===== config.mk =====
export PLATFORM = sky130hd
export DESIGN_NAME = fpmul_rr_arbiter
export DESIGN_NICKNAME = d
export VERILOG_FILES = /design/src/rtl/fpmul_rr_arbiter.sv
export SDC_FILE = /design/constraint.sdc
export NUM_CORES = 1
export LEC_CHECK = 0
export BUFFER_PORTS_ARGS = -buffer_cell sky130_fd_sc_hd__buf_2
export CAP_MARGIN = 5
export CORE_AREA = 2 2 160 162
export CTS_CLUSTER_SIZE = 10
export DETAILED_ROUTE_END_ITERATION = 10
export DIE_AREA = 0 0 162 164
export PLACE_DENSITY_LB_ADDON = 0.05
export SYNTH_ARGS = -nofsm -noshare
export SYNTH_HDL_FRONTEND = slang
export SYNTH_SLANG_ARGS = --single-unit
export TNS_END_PERCENT = 20

===== constraint.sdc =====
create_clock -name clk -period 2.4 [get_ports clk]
set_input_delay 0.36 -clock clk [delete_from_list [all_inputs] [get_ports clk]]
set_output_delay 0.36 -clock clk [all_outputs]
set_load 0.02 [all_outputs]

===== src/rtl/fpmul_rr_arbiter.sv =====
// fpmul_rr_arbiter
//   Shares a single multiplier32FP core between N_REQ requesters. A round-robin
//   pick is accepted in IDLE. The operands are registered toward the multiplier,
//   and a one-cycle start pulse is issued. The block then waits for done, with a
//   watchdog. The product and flags are returned to the granted requester over a
//   valid/ready handshake.
//
// Ports
//   clk, rst_n                 clock (rising edge), async active-low reset
//   req_valid_i/req_ready_o    per-requester request handshake (ready is one-hot)
//   req_a_i/req_b_i            packed operands, slice i = [32*i +: 32]
//   rsp_valid_o/rsp_ready_i    per-requester response handshake (valid is one-hot)
//   rsp_product_o/rsp_flags_o  result word and {nan, inf, overflow, underflow}
//   rsp_timeout_o              response was produced by the watchdog
//   grant_id_o                 index of the current/last grant
//   busy_o                     operation in flight (not IDLE)
//   mul_*                      interface to the multiplier core
module fpmul_rr_arbiter #(
    parameter int N_REQ   = 4,
    parameter int TIMEOUT = 64
) (
    input  logic                     clk,
    input  logic                     rst_n,
    input  logic [N_REQ-1:0]         req_valid_i,
    output logic [N_REQ-1:0]         req_ready_o,
    input  logic [N_REQ*32-1:0]      req_a_i,
    input  logic [N_REQ*32-1:0]      req_b_i,
    output logic [N_REQ-1:0]         rsp_valid_o,
    input  logic [N_REQ-1:0]         rsp_ready_i,
    output logic [31:0]              rsp_product_o,
    output logic [3:0]               rsp_flags_o,
    output logic                     rsp_timeout_o,
    output logic [$clog2(N_REQ)-1:0] grant_id_o,
    output logic                     busy_o,
    output logic [31:0]              mul_a_o,
    output logic [31:0]              mul_b_o,
    output logic                     mul_start_o,
    input  logic                     mul_done_i,
    input  logic [31:0]              mul_product_i,
    input  logic                     mul_nan_i,
    input  logic                     mul_inf_i,
    input  logic                     mul_ovf_i,
    input  logic                     mul_unf_i
);

    localparam int GW = $clog2(N_REQ);
    localparam int CW = $clog2(TIMEOUT);

    localparam logic [31:0] TIMEOUT_PRODUCT = 32'h7FC0_0000;  // quiet NaN
    localparam logic [3:0]  TIMEOUT_FLAGS   = 4'b1000;        // nan only

    typedef enum logic [1:0] {IDLE, ISSUE, WAIT, RESP} state_t;

    state_t          state, state_nxt;
    logic [GW-1:0]   last_grant;
    logic [GW-1:0]   pick;
    logic [CW-1:0]   wd_cnt;
    logic            any_valid;
    logic            wd_expired;
    logic            rsp_accept;

    // Nearest valid requester after last_grant, wrapping modulo N_REQ. The loop
    // runs from the farthest offset down so the nearest one is written last.
    function automatic logic [GW-1:0] rr_pick(input logic [N_REQ-1:0] valid,
                                              input logic [GW-1:0]    last);
        logic [GW-1:0] p;
        int            idx;
        p = '0;
        for (int off = N_REQ; off >= 1; off--) begin
            idx = (int'(last) + off) % N_REQ;
            if (valid[idx]) p = GW'(idx);
        end
        return p;
    endfunction

    function automatic logic [N_REQ-1:0] onehot(input logic [GW-1:0] idx);
        logic [N_REQ-1:0] v;
        v = '0;
        v[idx] = 1'b1;
        return v;
    endfunction

    assign any_valid  = |req_valid_i;
    assign pick       = rr_pick(req_valid_i, last_grant);
    assign wd_expired = (wd_cnt == CW'(TIMEOUT - 1));
    assign rsp_accept = rsp_ready_i[grant_id_o];

    always_ff @(posedge clk or negedge rst_n) begin
        if (!rst_n) state <= IDLE;
        else        state <= state_nxt;
    end

    always_comb begin
        state_nxt   = state;
        req_ready_o = '0;
        rsp_valid_o = '0;
        mul_start_o = 1'b0;
        busy_o      = (state != IDLE);
        case (state)
            IDLE: begin
                if (any_valid) begin
                    req_ready_o = onehot(pick);
                    state_nxt   = ISSUE;
                end
            end
            ISSUE: begin
                mul_start_o = 1'b1;
                state_nxt   = WAIT;
            end
            WAIT: begin
                if (mul_done_i || wd_expired) state_nxt = RESP;
            end
            RESP: begin
                rsp_valid_o = onehot(grant_id_o);
                if (rsp_accept) state_nxt = IDLE;
            end
            default: state_nxt = IDLE;
        endcase
    end

    always_ff @(posedge clk or negedge rst_n) begin
        if (!rst_n) begin
            last_grant    <= GW'(N_REQ - 1);
            grant_id_o    <= '0;
            mul_a_o       <= '0;
            mul_b_o       <= '0;
            rsp_product_o <= '0;
            rsp_flags_o   <= '0;
            rsp_timeout_o <= 1'b0;
            wd_cnt        <= '0;
        end else begin
            case (state)
                IDLE: begin
                    if (any_valid) begin
                        mul_a_o    <= req_a_i[pick*32 +: 32];
                        mul_b_o    <= req_b_i[pick*32 +: 32];
                        grant_id_o <= pick;
                    end
                end
                ISSUE: wd_cnt <= '0;
                WAIT: begin
                    // done has priority over a watchdog expiring in the same cycle
                    if (mul_done_i) begin
                        rsp_product_o <= mul_product_i;
                        rsp_flags_o   <= {mul_nan_i, mul_inf_i, mul_ovf_i, mul_unf_i};
                        rsp_timeout_o <= 1'b0;
                    end else if (wd_expired) begin
                        rsp_product_o <= TIMEOUT_PRODUCT;
                        rsp_flags_o   <= TIMEOUT_FLAGS;
                        rsp_timeout_o <= 1'b1;
                    end else begin
                        wd_cnt <= wd_cnt + 1'b1;
                    end
                end
                RESP: begin
                    if (rsp_accept) last_grant <= grant_id_o;
                end
                default: ;
            endcase
        end
    end

endmodule


# Yosys cells after proc, flatten, opt, wreduce, memory -nomap -nowiden
# Index checks and enable logic that the tools add are counted.
# Widths: inputs -> output; s select.
# totals
inputBits	303
reg_bits	113
wordCells	93
# op_classes
shifts	2
n_reduce_logical	17
n_bitwise	4
mux	39
order_cmp	8
n_addsub	5
eq_ne	9
# op_table
op	count
$shiftx 128x8->32	2
$mux 32	2
$mux 4	5
$lt 3x4->1 const B	4
$mux 1	14
$mux 2	7
$mux 6	2
$pmux 6 s2	1
$bmux 1 s2	5
$ne 2x2->1 const B	5
$pmux 2 s4	1
$reduce_or 2->1	4
$add 6x1->6 const B	1
$eq 6x6->1 const B	1
$lt 2x3->1 const B	2
$reduce_and 2->1	3
$reduce_and 3->1	2
$reduce_bool 2->1	3
$add 2x1->2 const B	2
$add 2x2->2 const B	2
$and 1x1->1 const A	4
$demux 1 s2	2
$eq 2x2->1 const B	2
$ge 2x1->1 const B	2
other kinds (5)	6

# Longest topological paths before layout
# Gate-level depths: netlist of run 1.
# logic_depth
depth_word	16
ltp_mapped	9

# Worst setup path before layout of run 1
# Ideal clock, no wire load.
# synth_timing
kind	register to output
from	register state[0]
to	output port req_ready_o[2]
n_path_buf	1
t_required_ps	2040
path_stages_with_launch	8
path_slack_ps	229
arrival_time_ps	1811
cell_sequence	dfrtp_1 inv_1 ha_1 inv_1 nor2_1 clkbuf_1 nand2_1 nor2_1
# synth_between
elab_chain_len	2
# synth_rtl
element	line_no	text
from (decl)	54	state_t state, state_nxt;
from (signal assigned)	90	else state <= state_nxt;
$logic_not 2->1	99	case (state)
$mux 4	99	
to (decl)	25	output logic [N_REQ-1:0] req_ready_o,
# No other way between the ends.

# Worst setup path after layout of run 1
# layout_timing
from	register last_grant[1]
to	output port req_ready_o[1]
# layout_between
elab_chain_len	14
elab_cells_between_ends	27
# layout_rtl
element	line_no	text
from (decl)	55	logic [GW-1:0] last_grant;
from (signal assigned)	123	last_grant <= GW'(N_REQ - 1);
from (signal assigned)	156	if (rsp_accept) last_grant <= grant_id_o;
$add 2x1->2	70	idx = (int'(last) + off) % N_REQ;
$bmux 1 s2	71	if (valid[idx]) p = GW'(idx);
$mux 1 (not written as such) (2 in series)	71	
$mux 2 (3 in series)	71	
$mux 2 *	71	
$lt 2x3->1 (not written as such) or $ge 2x1->1 (tied branches)	79	v[idx] = 1'b1;
$logic_and 1x1->1 (not written as such)	79	
$mux 1 (not written as such)	79	
$demux 1 s2 *	79	
$mux 4 *	101	if (any_valid) begin
$mux 4 *	99	
# Every way passes the cells marked *; elsewhere a longest branch is shown, timed or not. The select of a mux whose other input is x is not followed.

==> impl_metrics.json, run 1 <==
{
  "cp_slowest_cell": "dfstp_2",
  "synth_top_cell_by_area": "dfrtp_1",
  "antenna_found_initial": 5,
  "wire_per_inst_um": 19.7,
  "synthCells": 646,
  "wl_met1_mm": 12.0,
  "crit_family": "flip-flops",
  "cpPeakStageDelay_ns": 0.58,
  "p_seq_share_pct": 25.4,
  "cp-end-kind": "output port",
  "ys.flop_type": "dfrtp_1",
  "worstReg2RegEnd": "mul_b_o[23]",
  "cts_made_buffers": 17,
  "wl_mm": 28.2,
  "rows": 58,
  "synth_nets": 954,
  "clockBufferDepth": 2,
  "min_period_ns": 2.36,
  "hold_slack_ns": 0.167,
  "yosysWarnings": 0,
  "area_growth_pct": 51.8,
  "worst_clock_skew_ns": 0.0149,
  "grt.total_usage_pct": 20.8,
  "wl_met3_mm": 1.91,
  "n_fill_cell": 2620,
  "final_cell_mix": "412 x buf_2, 111 x dfrtp_1, 90 x a211oi_1",
  "start_util_pct": 27.0,
  "synth_edf_count": 0,
  "cp_data_required_time_ns": 2.04,
  "netlist.area_leader.share_pct": 41.5,
  "regToRegSetupSlack_ns": 0.13,
  "grt.overflow.total": 0,
  "gp_congestion": 0.783,
  "worstSetupPathType": "reg -> out",
  "ys_ff_latch": 113,
  "vias": 6858,
  "dr.pass1.iters": 4,
  "seq_area_um2": 2830,
  "r2r-start": "state[1]",
  "finalMaxSlewViolations": 0,
  "relSlewSlack_pct": 57.0,
  "synth_cell_type_count": 52,
  "grt_setup_unrepaired": "yes",
  "clock_latency_ns": 0.42,
  "switching_share_pct": 44.6,
  "cts_root_buf": "clkbuf_16",
  "core_um2": 24800,
  "final_common_cell": "buf_2",
  "netlist_area_um2": 6690,
  "powerDensity_nw_per_um2": 1300,
  "p_clk_share_pct": 18.7,
  "cts_tree": "built",
  "drt-initial-drc-count": 299,
  "grt_pass1_wl_mm": 41.7,
  "cp_max_fo": 4,
  "antenna_left": 0,
  "worst-path-stages": 6,
  "endpoint": "req_ready_o[1]",
  "path_clk_slew_ns": 0.06,
  "h-tree-depth": 4,
  "die_y_um": 164,
  "max_cap_violations": 0,
  "viasPerCell": 4.80,
  "crit_buf_inv": 2,
  "cp-startpoint": "last_grant[1]",
  "final-hold-violation-count": 0,
  "cellInternalPower_mw": 7.31,
  "drive_above_1_share_pct": 52.5,
  "cp.arrival_ns": 2.00,
  "tightestPinTransition_ns": 0.645,
  "outcome": "completed",
  "dieWidth_um": 162,
  "dr.max_layer_used": "met5",
  "multi_input_area_um2": 3560,
  "seq_area_frac_synth_pct": 42.3,
  "power.switching_mw": 5.90,
  "postSynthAreaPerCell_um2": 10.4,
  "ys_top_cells_by_area": "dfrtp_1 41%, a211oi_1 10%, mux2i_1 9.7%",
  "drc_errors": 0,
  "async_flop_share_pct": 100,
  "critical_path.cell_chain": "mux2i_2 > a2bb2oi_4 > and2_4 > buf_8 > nor2_1 > buf_2",
  "port_buffers": 415,
  "hp-class": "in -> reg",
  "finalSetupViolations": 0,
  "wl_met2_mm": 13.9,
  "min_period_over_period_pct": 98.4,
  "worstSetupStartpointType": "flop",
  "reg2regPathDepth": 10,
  "io_pins": 416,
  "peakVddDrop_mv": 0.608,
  "grt_max_degree": 51,
  "max_freq_mhz": 423,
  "clock-sinks": 113,
  "final_net_count": 1391,
  "dpl.hpwl_mm": 21.0,
  "design.die.area_um2": 26600,
  "leakagePower_nw": 4.88,
  "grt_pass1_vias": 7091,
  "combPwrFrac_pct": 55.8,
  "p_total_mw": 13.2
}
## Yosys cell counts (5+ instances only)
cell and number:
a211oi_1 90, a211oi_2 38, a21boi_0 36, a22o_1 27, buf_2 25, buf_6 8
clkbuf_1 19, dfrtp_1 111, ha_1 5, inv_1 5, mux2i_1 65, nand2_1 43
nand2b_1 6, nor2_1 74, nor3_1 29, o21ai_0 5, o22a_1 10
## metal layers
metal,up-vias,global-route usage (%)
li1,3316,-
met1,3232,26.1
met2,281,35.4
met3,25,5.33
met4,4,5.75
met5,-,0
## worst reg2reg max path: cells and delay by family (launching register included)
family                   cells  cell delay [ns]
flip-flops                   1             0.41
AO/OA/AOI/OAI                2             0.37
AND/OR/NAND/NOR              2             0.46
buffers and inverters        5             0.74
adder cells (fa/ha/maj)      1             0.17
## stage by stage
step / worst slack, ns / instance area (µm²) / setup TNS (ns) / cells / utilization (%)
floorplan: 0.229 / 6690 / 0 / 646 / -
global placement: 0.0544 / 9290 / 0 / 1374 / 37.4
detailed placement: -0.0252 / 9290 / -0.0252 / 1374 / 37.4
CTS: 0.00152 / 10100 / 0 / 1423 / 40.6
global route: -0.0451 / 10200 / -0.204 / 1429 / 40.9
finish: 0.0378 / 10200 / 0 / 1429 / 40.9
## flip-flops by register name (all words and copies together) (netlist names)
register       flops
grant_id_o         2
last_grant         2
mul_a_o           32
mul_b_o           32
rsp_flags_o        4
rsp_product_o     32
rsp_timeout_o      1
state              2
wd_cnt             6
## what timing repair did
| item | in CTS | in global routing |
|---|---|---|
| cloned | 1 | 0 |
| hold buffers | 1 | 0 |
| hold endpoints to repair | 33 | 0 |
| gates resized for setup | 11 | 15 |
| pin swaps | 5 | 5 |
| setup endpoints to repair | 4 | 13 |
| setup buffers | 15 | 4 |
## cell families after synthesis
family,after synthesis,share of synthesized area (%)
fa+ha+maj,5,0.935
simple gates,172,11.5
flops,113,42.3
compound gates,221,28.5
xor+xnor,2,0.262
mux,69,10.6
buf+inv,64,5.98
## power by group through the flow
| stage | logic, mW | registers, mW | clock network (mW) |
|---|---|---|---|
| final | 7.37 | 3.36 | 2.48 |
| after floorplan | 3.50 | 4.39 | 0 |
| after global routing | 7.98 | 3.48 | 2.65 |
| after detailed placement | 7.01 | 3.39 | 0 |
| after global placement | 7.04 | 3.41 | 0 |
| after CTS | 7.36 | 3.37 | 2.54 |
## final cells by class
cell class	count	share of cell area, %
Multi-Input combinational cell	469	35.1
Tap cell	330	4.06
Timing Repair Buffer	477	27.2
Sequential cell	113	27.9
Clock buffer	18	4.32
Inverter	5	0.185
Clock inverter	14	1.28
Antenna cell	3	0.0739
## worst min path at each step
stage                            from  depth (start not counted)                end
detailed placement              rst_n                          1         mul_b_o[9]
global placement                rst_n                          1         mul_b_o[9]
finish              mul_product_i[15]                          2  rsp_product_o[15]
CTS                 mul_product_i[15]                          2  rsp_product_o[15]
global route        mul_product_i[15]                          2  rsp_product_o[15]
floorplan                       rst_n                          0      grant_id_o[0]
Note: power is estimated with default switching activity, not from simulation.
==> run 2, diff against run 1 <==
--- a/config.mk
+++ b/config.mk
@@ -5,12 +5,13 @@
 export SDC_FILE = /design/constraint.sdc
 export NUM_CORES = 1
 export LEC_CHECK = 0
-export BUFFER_PORTS_ARGS = -buffer_cell sky130_fd_sc_hd__buf_2
 export CAP_MARGIN = 5
-export CORE_AREA = 2 2 160 162
+export CORE_AREA = 2 2 162 164
+export CTS_CLUSTER_DIAMETER = 200
 export CTS_CLUSTER_SIZE = 10
 export DETAILED_ROUTE_END_ITERATION = 10
-export DIE_AREA = 0 0 162 164
+export DIE_AREA = 0 0 164 166
+export DONT_BUFFER_PORTS = 1
 export PLACE_DENSITY_LB_ADDON = 0.05
 export SYNTH_ARGS = -nofsm -noshare
 export SYNTH_HDL_FRONTEND = slang
==> constraint.sdc (replaced) <==
create_clock -name clk -period 2.72 [get_ports clk]
set_input_delay 0.408 -clock clk [delete_from_list [all_inputs] [get_ports clk]]
set_output_delay 0.408 -clock clk [all_outputs]
set_load 0.02 [all_outputs]
==> run 2 against run 1 <==
Compared with the run above: the run now ends with negative hold slack left; utilization fell by 11 points; flip-flop and latch count unchanged; highest routed layer is now met4; critical path depth did not move; final area shrank 24%; clock power barely moved; largest cell class unchanged; power fell by 20%; worst setup slack gained 0.11 ns; clock skew rose by 0.0015 ns; first-iteration DRC count shrank 25%; sequential share of layout area increased by 8.8 points.
==> impl_metrics.json, run 2 (synthesized netlist as in run 1, its figures left out) <==
{
  "wire_per_inst_um": 25.7,
  "tightestPinTransition_ns": 1.00,
  "io_pins": 416,
  "final_common_cell": "dfrtp_1",
  "peakVddDrop_mv": 0.425,
  "port_buffers": 0,
  "area_growth_pct": 15.3,
  "design.die.area_um2": 27200,
  "cp.arrival_ns": 2.16,
  "regToRegSetupSlack_ns": 0.40,
  "tns_ns": 0,
  "antenna_found_initial": 3,
  "max_cap_violations": 0,
  "grt_pass1_vias": 5765,
  "dr.pass1.iters": 4,
  "cts_tree": "built",
  "clock_latency_ns": 0.41,
  "die_y_um": 166,
  "clock-sinks": 113,
  "grt.total_usage_pct": 18.0,
  "finalMaxSlewViolations": 0,
  "met2_usage_pct": 31.8,
  "relSlewSlack_pct": 33.1,
  "placed_cells": 943,
  "dieWidth_um": 164,
  "final_net_count": 942,
  "gp_congestion": 0.788,
  "antenna_left": 0,
  "worstSetupStartpointType": "flop",
  "core_um2": 25600,
  "p_total_mw": 10.6,
  "min_period_over_period_pct": 94.6,
  "max_freq_mhz": 389,
  "final-hold-violation-count": 113,
  "viasPerCell": 5.37,
  "cp_data_required_time_ns": 2.31,
  "worst_clock_skew_ns": 0.0165,
  "met3_usage_pct": 5.74,
  "leakagePower_nw": 3.07,
  "drive_above_1_share_pct": 18.5,
  "path_clk_slew_ns": 0.06,
  "finalSetupViolations": 0,
  "cts_root_buf": "clkbuf_16",
  "clockBufferDepth": 2,
  "final_cell_mix": "111 x dfrtp_1, 90 x a211oi_1, 73 x nor2_1",
  "grt-busiest-layer": "met2",
  "outcome": "finished with violations",
  "rows": 59,
  "grt_setup_unrepaired": "yes",
  "cp_max_fo": 36,
  "grt.overflow.total": 0,
  "worstSetupPathType": "reg -> out",
  "min_period_ns": 2.57,
  "reg_top3": "mul_a_o x32, mul_b_o x32, rsp_product_o x32",
  "violations": "negative hold slack",
  "hold_slack_ns": -0.318,
  "hp-class": "in -> async",
  "drc_errors": 0,
  "cts_made_buffers": 17,
  "fin_cells": 985,
  "cp-end-kind": "output port",
  "vias": 5290,
  "drt-initial-drc-count": 224,
  "powerDensity_nw_per_um2": 1370,
  "grt_util_met1_pct": 20.3,
  "h-tree-depth": 4,
  "n_fill_cell": 2664,
  "start_util_pct": 26.1,
  "grt_pass1_wl_mm": 36.4,
  "dpl.hpwl_mm": 18.2,
  "wl_mm": 25.3,
  "grt_max_degree": 114
}
[run 2: changes by cell type in the layout (fill, tap and decap cells not counted), moves of 3 or more]
cell        change
buf_2         -412
buf_4          -24
buf_12          -9
clkinvlp_4      -4
bufinv_16       +3
[run 2: path summary, 6_finish.rpt]
check / from / end / depth (start not counted)
max: last_grant[1] / req_ready_o[2] / 6
min: rst_n / rsp_flags_o[3] / 0
max reg2reg: last_grant[1] / mul_a_o[18] / 6
min reg2reg: wd_cnt[2] / wd_cnt[2] / 1
max in group asynchronous: rst_n / last_grant[1] / 0
min in group clk: mul_nan_i / rsp_flags_o[3] / 1
[run 2: power by group]
group          switching, mW  internal [mW]  total [mW]
Sequential              1.65           2.50        4.15
Combinational           2.29           1.61        3.90
Clock                  0.901           1.60        2.51
Total                   4.84           5.71        10.6
[run 2: repair_timing]
action,4_1_cts,5_1_grt
resized for setup,2,3
endpoints found under the hold margin,113,113
setup buffers,0,6
setup endpoints to repair,3,4
cloned,0,1
pin swaps,0,2
[run 2: cell type report]
| type | instances | area [µm²] | area share, % |
|---|---|---|---|
| tap | 335 | 419 | 5.43 |
| antenna | 3 | 7.51 | 0.0973 |
| clock buffer | 19 | 453 | 5.87 |
| inverter | 5 | 18.8 | 0.243 |
| multi-input combinational | 469 | 3510 | 45.5 |
| timing repair buffer | 28 | 282 | 3.65 |
| sequential | 113 | 2830 | 36.7 |
| clock inverter | 13 | 200 | 2.59 |
[run 2: worst max-delay path, stage by stage, from the launching register on]
cell       delay [ns]
dfstp_2          0.60
mux2i_1          0.25
a2bb2oi_2        0.27
buf_12           0.22
nand2_1          0.10
nor2_1           0.13
buf_4            0.15
[run 2: stage by stage]
stage	cell area (µm²)	util, %	setup slack [ns]
floorplan	6690	-	0.501
global placement	6970	27.2	0.446
detailed placement	6970	27.2	0.424
CTS	7630	29.8	0.0540
global route	7720	30.1	-0.00580
finish	7720	30.1	0.148
[run 2: per-layer routing]
layer,up-vias,part of all wire [%]
met5,-,0
met4,0,2.0
met3,22,8.7
met2,280,51
met1,2574,38
li1,2414,-
==> run 3, diff against run 2 <==
--- a/config.mk
+++ b/config.mk
@@ -6,13 +6,12 @@
 export NUM_CORES = 1
 export LEC_CHECK = 0
 export CAP_MARGIN = 5
-export CORE_AREA = 2 2 162 164
+export CORE_AREA = 2 2 164 166
 export CTS_CLUSTER_DIAMETER = 200
 export CTS_CLUSTER_SIZE = 10
 export DETAILED_ROUTE_END_ITERATION = 10
-export DIE_AREA = 0 0 164 166
+export DIE_AREA = 0 0 166 168
 export DONT_BUFFER_PORTS = 1
-export PLACE_DENSITY_LB_ADDON = 0.05
 export SYNTH_ARGS = -nofsm -noshare
 export SYNTH_HDL_FRONTEND = slang
 export SYNTH_SLANG_ARGS = --single-unit
==> run 3 against run 2 <==
Compared with the run above: the run still ends with negative hold slack left; global-route usage fell by 1.8 points; sequential power fell by 1%; power fell by 3.1%; worst setup slack got worse by 0.0014 ns; combinational power fell by 2%; utilization fell by 1.1 points; fmax barely moved; die area rose by 2.4%; largest power group unchanged.
==> impl_metrics.json, run 3 (synthesized netlist as in run 1, its figures left out) <==
{
  "max_cap_violations": 0,
  "cp-end-kind": "output port",
  "min_period_ns": 2.57,
  "antenna_found_initial": 0,
  "grt_pass1_wl_mm": 34.2,
  "cp_data_required_time_ns": 2.31,
  "cts_made_buffers": 17,
  "gp_congestion": 0.844,
  "final_net_count": 945,
  "drc_errors": 0,
  "drt-initial-drc-count": 304,
  "dr.pass1.iters": 4,
  "worstSetupStartpointType": "flop",
  "grt_max_degree": 114,
  "h-tree-depth": 4,
  "finalSetupViolations": 0,
  "power.switching_mw": 4.78,
  "drive_above_1_share_pct": 18.8,
  "reg_top3": "mul_a_o x32, mul_b_o x32, rsp_product_o x32",
  "cpPeakStageDelay_ns": 0.62,
  "relSlewSlack_pct": 34.5,
  "die_y_um": 168,
  "cellInternalPower_mw": 5.45,
  "viasPerCell": 5.43,
  "antenna_left": 0,
  "area_growth_pct": 14.2,
  "finalMaxSlewViolations": 0,
  "p_seq_share_pct": 40.2,
  "port_buffers": 0,
  "start_util_pct": 25.4,
  "final-hold-violation-count": 113,
  "combPwrFrac_pct": 37.3,
  "antenna_cells": 0,
  "vias": 5386,
  "p_clk_share_pct": 22.5,
  "clock_latency_ns": 0.41,
  "grt_setup_unrepaired": "no",
  "hp-class": "in -> async",
  "powerDensity_nw_per_um2": 1340,
  "dpl.hpwl_mm": 17.2,
  "tns_ns": 0,
  "p_total_mw": 10.2,
  "clock-sinks": 113,
  "cp.arrival_ns": 2.17,
  "cp_slowest_cell": "dfstp_2",
  "critical_path.cell_chain": "mux2i_1 > a2bb2oi_2 > and2_4 > nor2_1 > buf_4",
  "core_um2": 26400,
  "worstSetupPathType": "reg -> out",
  "tightestPinTransition_ns": 0.981,
  "placed_cells": 954,
  "cp_max_fo": 14,
  "timing.final.ws_setup_ns": 0.146,
  "grt.overflow.total": 0,
  "design.die.area_um2": 27900,
  "rows": 60,
  "grt_pass1_vias": 5309,
  "wire_per_inst_um": 23.4,
  "leakagePower_nw": 3.04,
  "pre_cts_ws_ns": 0.320,
  "final_cell_mix": "111 x dfrtp_1, 90 x a211oi_1, 73 x nor2_1",
  "fin_cells": 991,
  "clockBufferDepth": 2,
  "hold_slack_ns": -0.306,
  "final_common_cell": "dfrtp_1",
  "cts_root_buf": "clkbuf_16",
  "wl_mm": 23.2,
  "grt.total_usage_pct": 16.2,
  "cts_tree": "built",
  "switching_share_pct": 46.7,
  "min_period_over_period_pct": 94.6,
  "outcome": "finished with violations",
  "worst_clock_skew_ns": 0.0167,
  "io_pins": 416,
  "dieWidth_um": 166,
  "path_clk_slew_ns": 0.06,
  "peakVddDrop_mv": 0.484,
  "violations": "negative hold slack",
  "max_freq_mhz": 389
}
==> run 3: cell count changes in the layout (fill, tap and decap cells not counted), sizes merged <==
cell	delta
inv	+3
buf	+4
bufinv	-2
clkinvlp	+1
diode	-3
clkbuf	-3
==> run 3: power by group through the flow <==
stage                     logic (mW)  clock network [mW]  registers [mW]
after floorplan                 3.09                   0            3.87
after global placement          3.74                   0            4.14
after detailed placement        3.84                   0            4.14
after CTS                       3.86                2.40            4.12
after global routing            4.22                2.48            4.20
final                           3.82                2.30            4.11
==> run 3: final timing paths <==
| path | endpoint | slack [ns] | from | cells after the start |
|---|---|---|---|---|
| setup / recovery | req_ready_o[1] | 0.15 | last_grant[1] | 5 |
| hold / removal | rsp_product_o[7] | -0.31 | rst_n | 0 |
| setup reg to reg | mul_b_o[14] | 0.35 | last_grant[1] | 6 |
| hold reg to reg | wd_cnt[2] | 0.54 | wd_cnt[2] | 1 |
| max in group asynchronous | last_grant[0] | 2.79 | rst_n | 0 |
| min in group clk | rsp_product_o[13] | 0.14 | mul_product_i[13] | 1 |
==> run 3: critical path: cells and delay by family, from the launching register on <==
family	cells	cell delay (ns)
flops	1	0.62
simple gates	2	0.46
mux	1	0.23
buf+inv	1	0.16
compound gates	1	0.27
==> run 3: layer usage <==
| layer | GRT usage [%] | part of all wire, % | vias to the layer above | routed length [µm] |
|---|---|---|---|---|
| li1 | - | - | 2415 | - |
| met1 | 20.3 | 42 | 2648 | 9760 |
| met2 | 26.7 | 49 | 307 | 11300 |
| met3 | 5.22 | 8.0 | 16 | 1860 |
| met4 | 4.54 | 1.3 | 0 | 305 |
| met5 | 0 | 0 | - | 0 |
==> run 3: area by class of cell <==
class                           count  area [µm²]
Clock inverter                     15         171
Clock buffer                       17         425
Sequential cell                   113        2830
Timing Repair Buffer               31         265
Multi-Input combinational cell    469        3510
Tap cell                          341         427
Fill cell                        2772       18700
Inverter                            5        18.8
==> run 3: per-stage QoR <==
stage / hold WS, ns / util [%] / cell area (µm²)
floorplan: 0.112 / - / 6690
global placement: 0.115 / 26.6 / 7000
detailed placement: 0.115 / 26.6 / 7000
CTS: -0.337 / 28.9 / 7620
global route: -0.343 / 29.0 / 7650
finish: -0.306 / 29.0 / 7650
==> run 3: repair_timing <==
item | CTS | global route
endpoints found under the hold margin | 113 | 113
setup buffers | 3 | 2
gates cloned | 0 | 0
pin swaps | 1 | 1
setup endpoints to repair | 2 | 3
resized for setup | 0 | 2
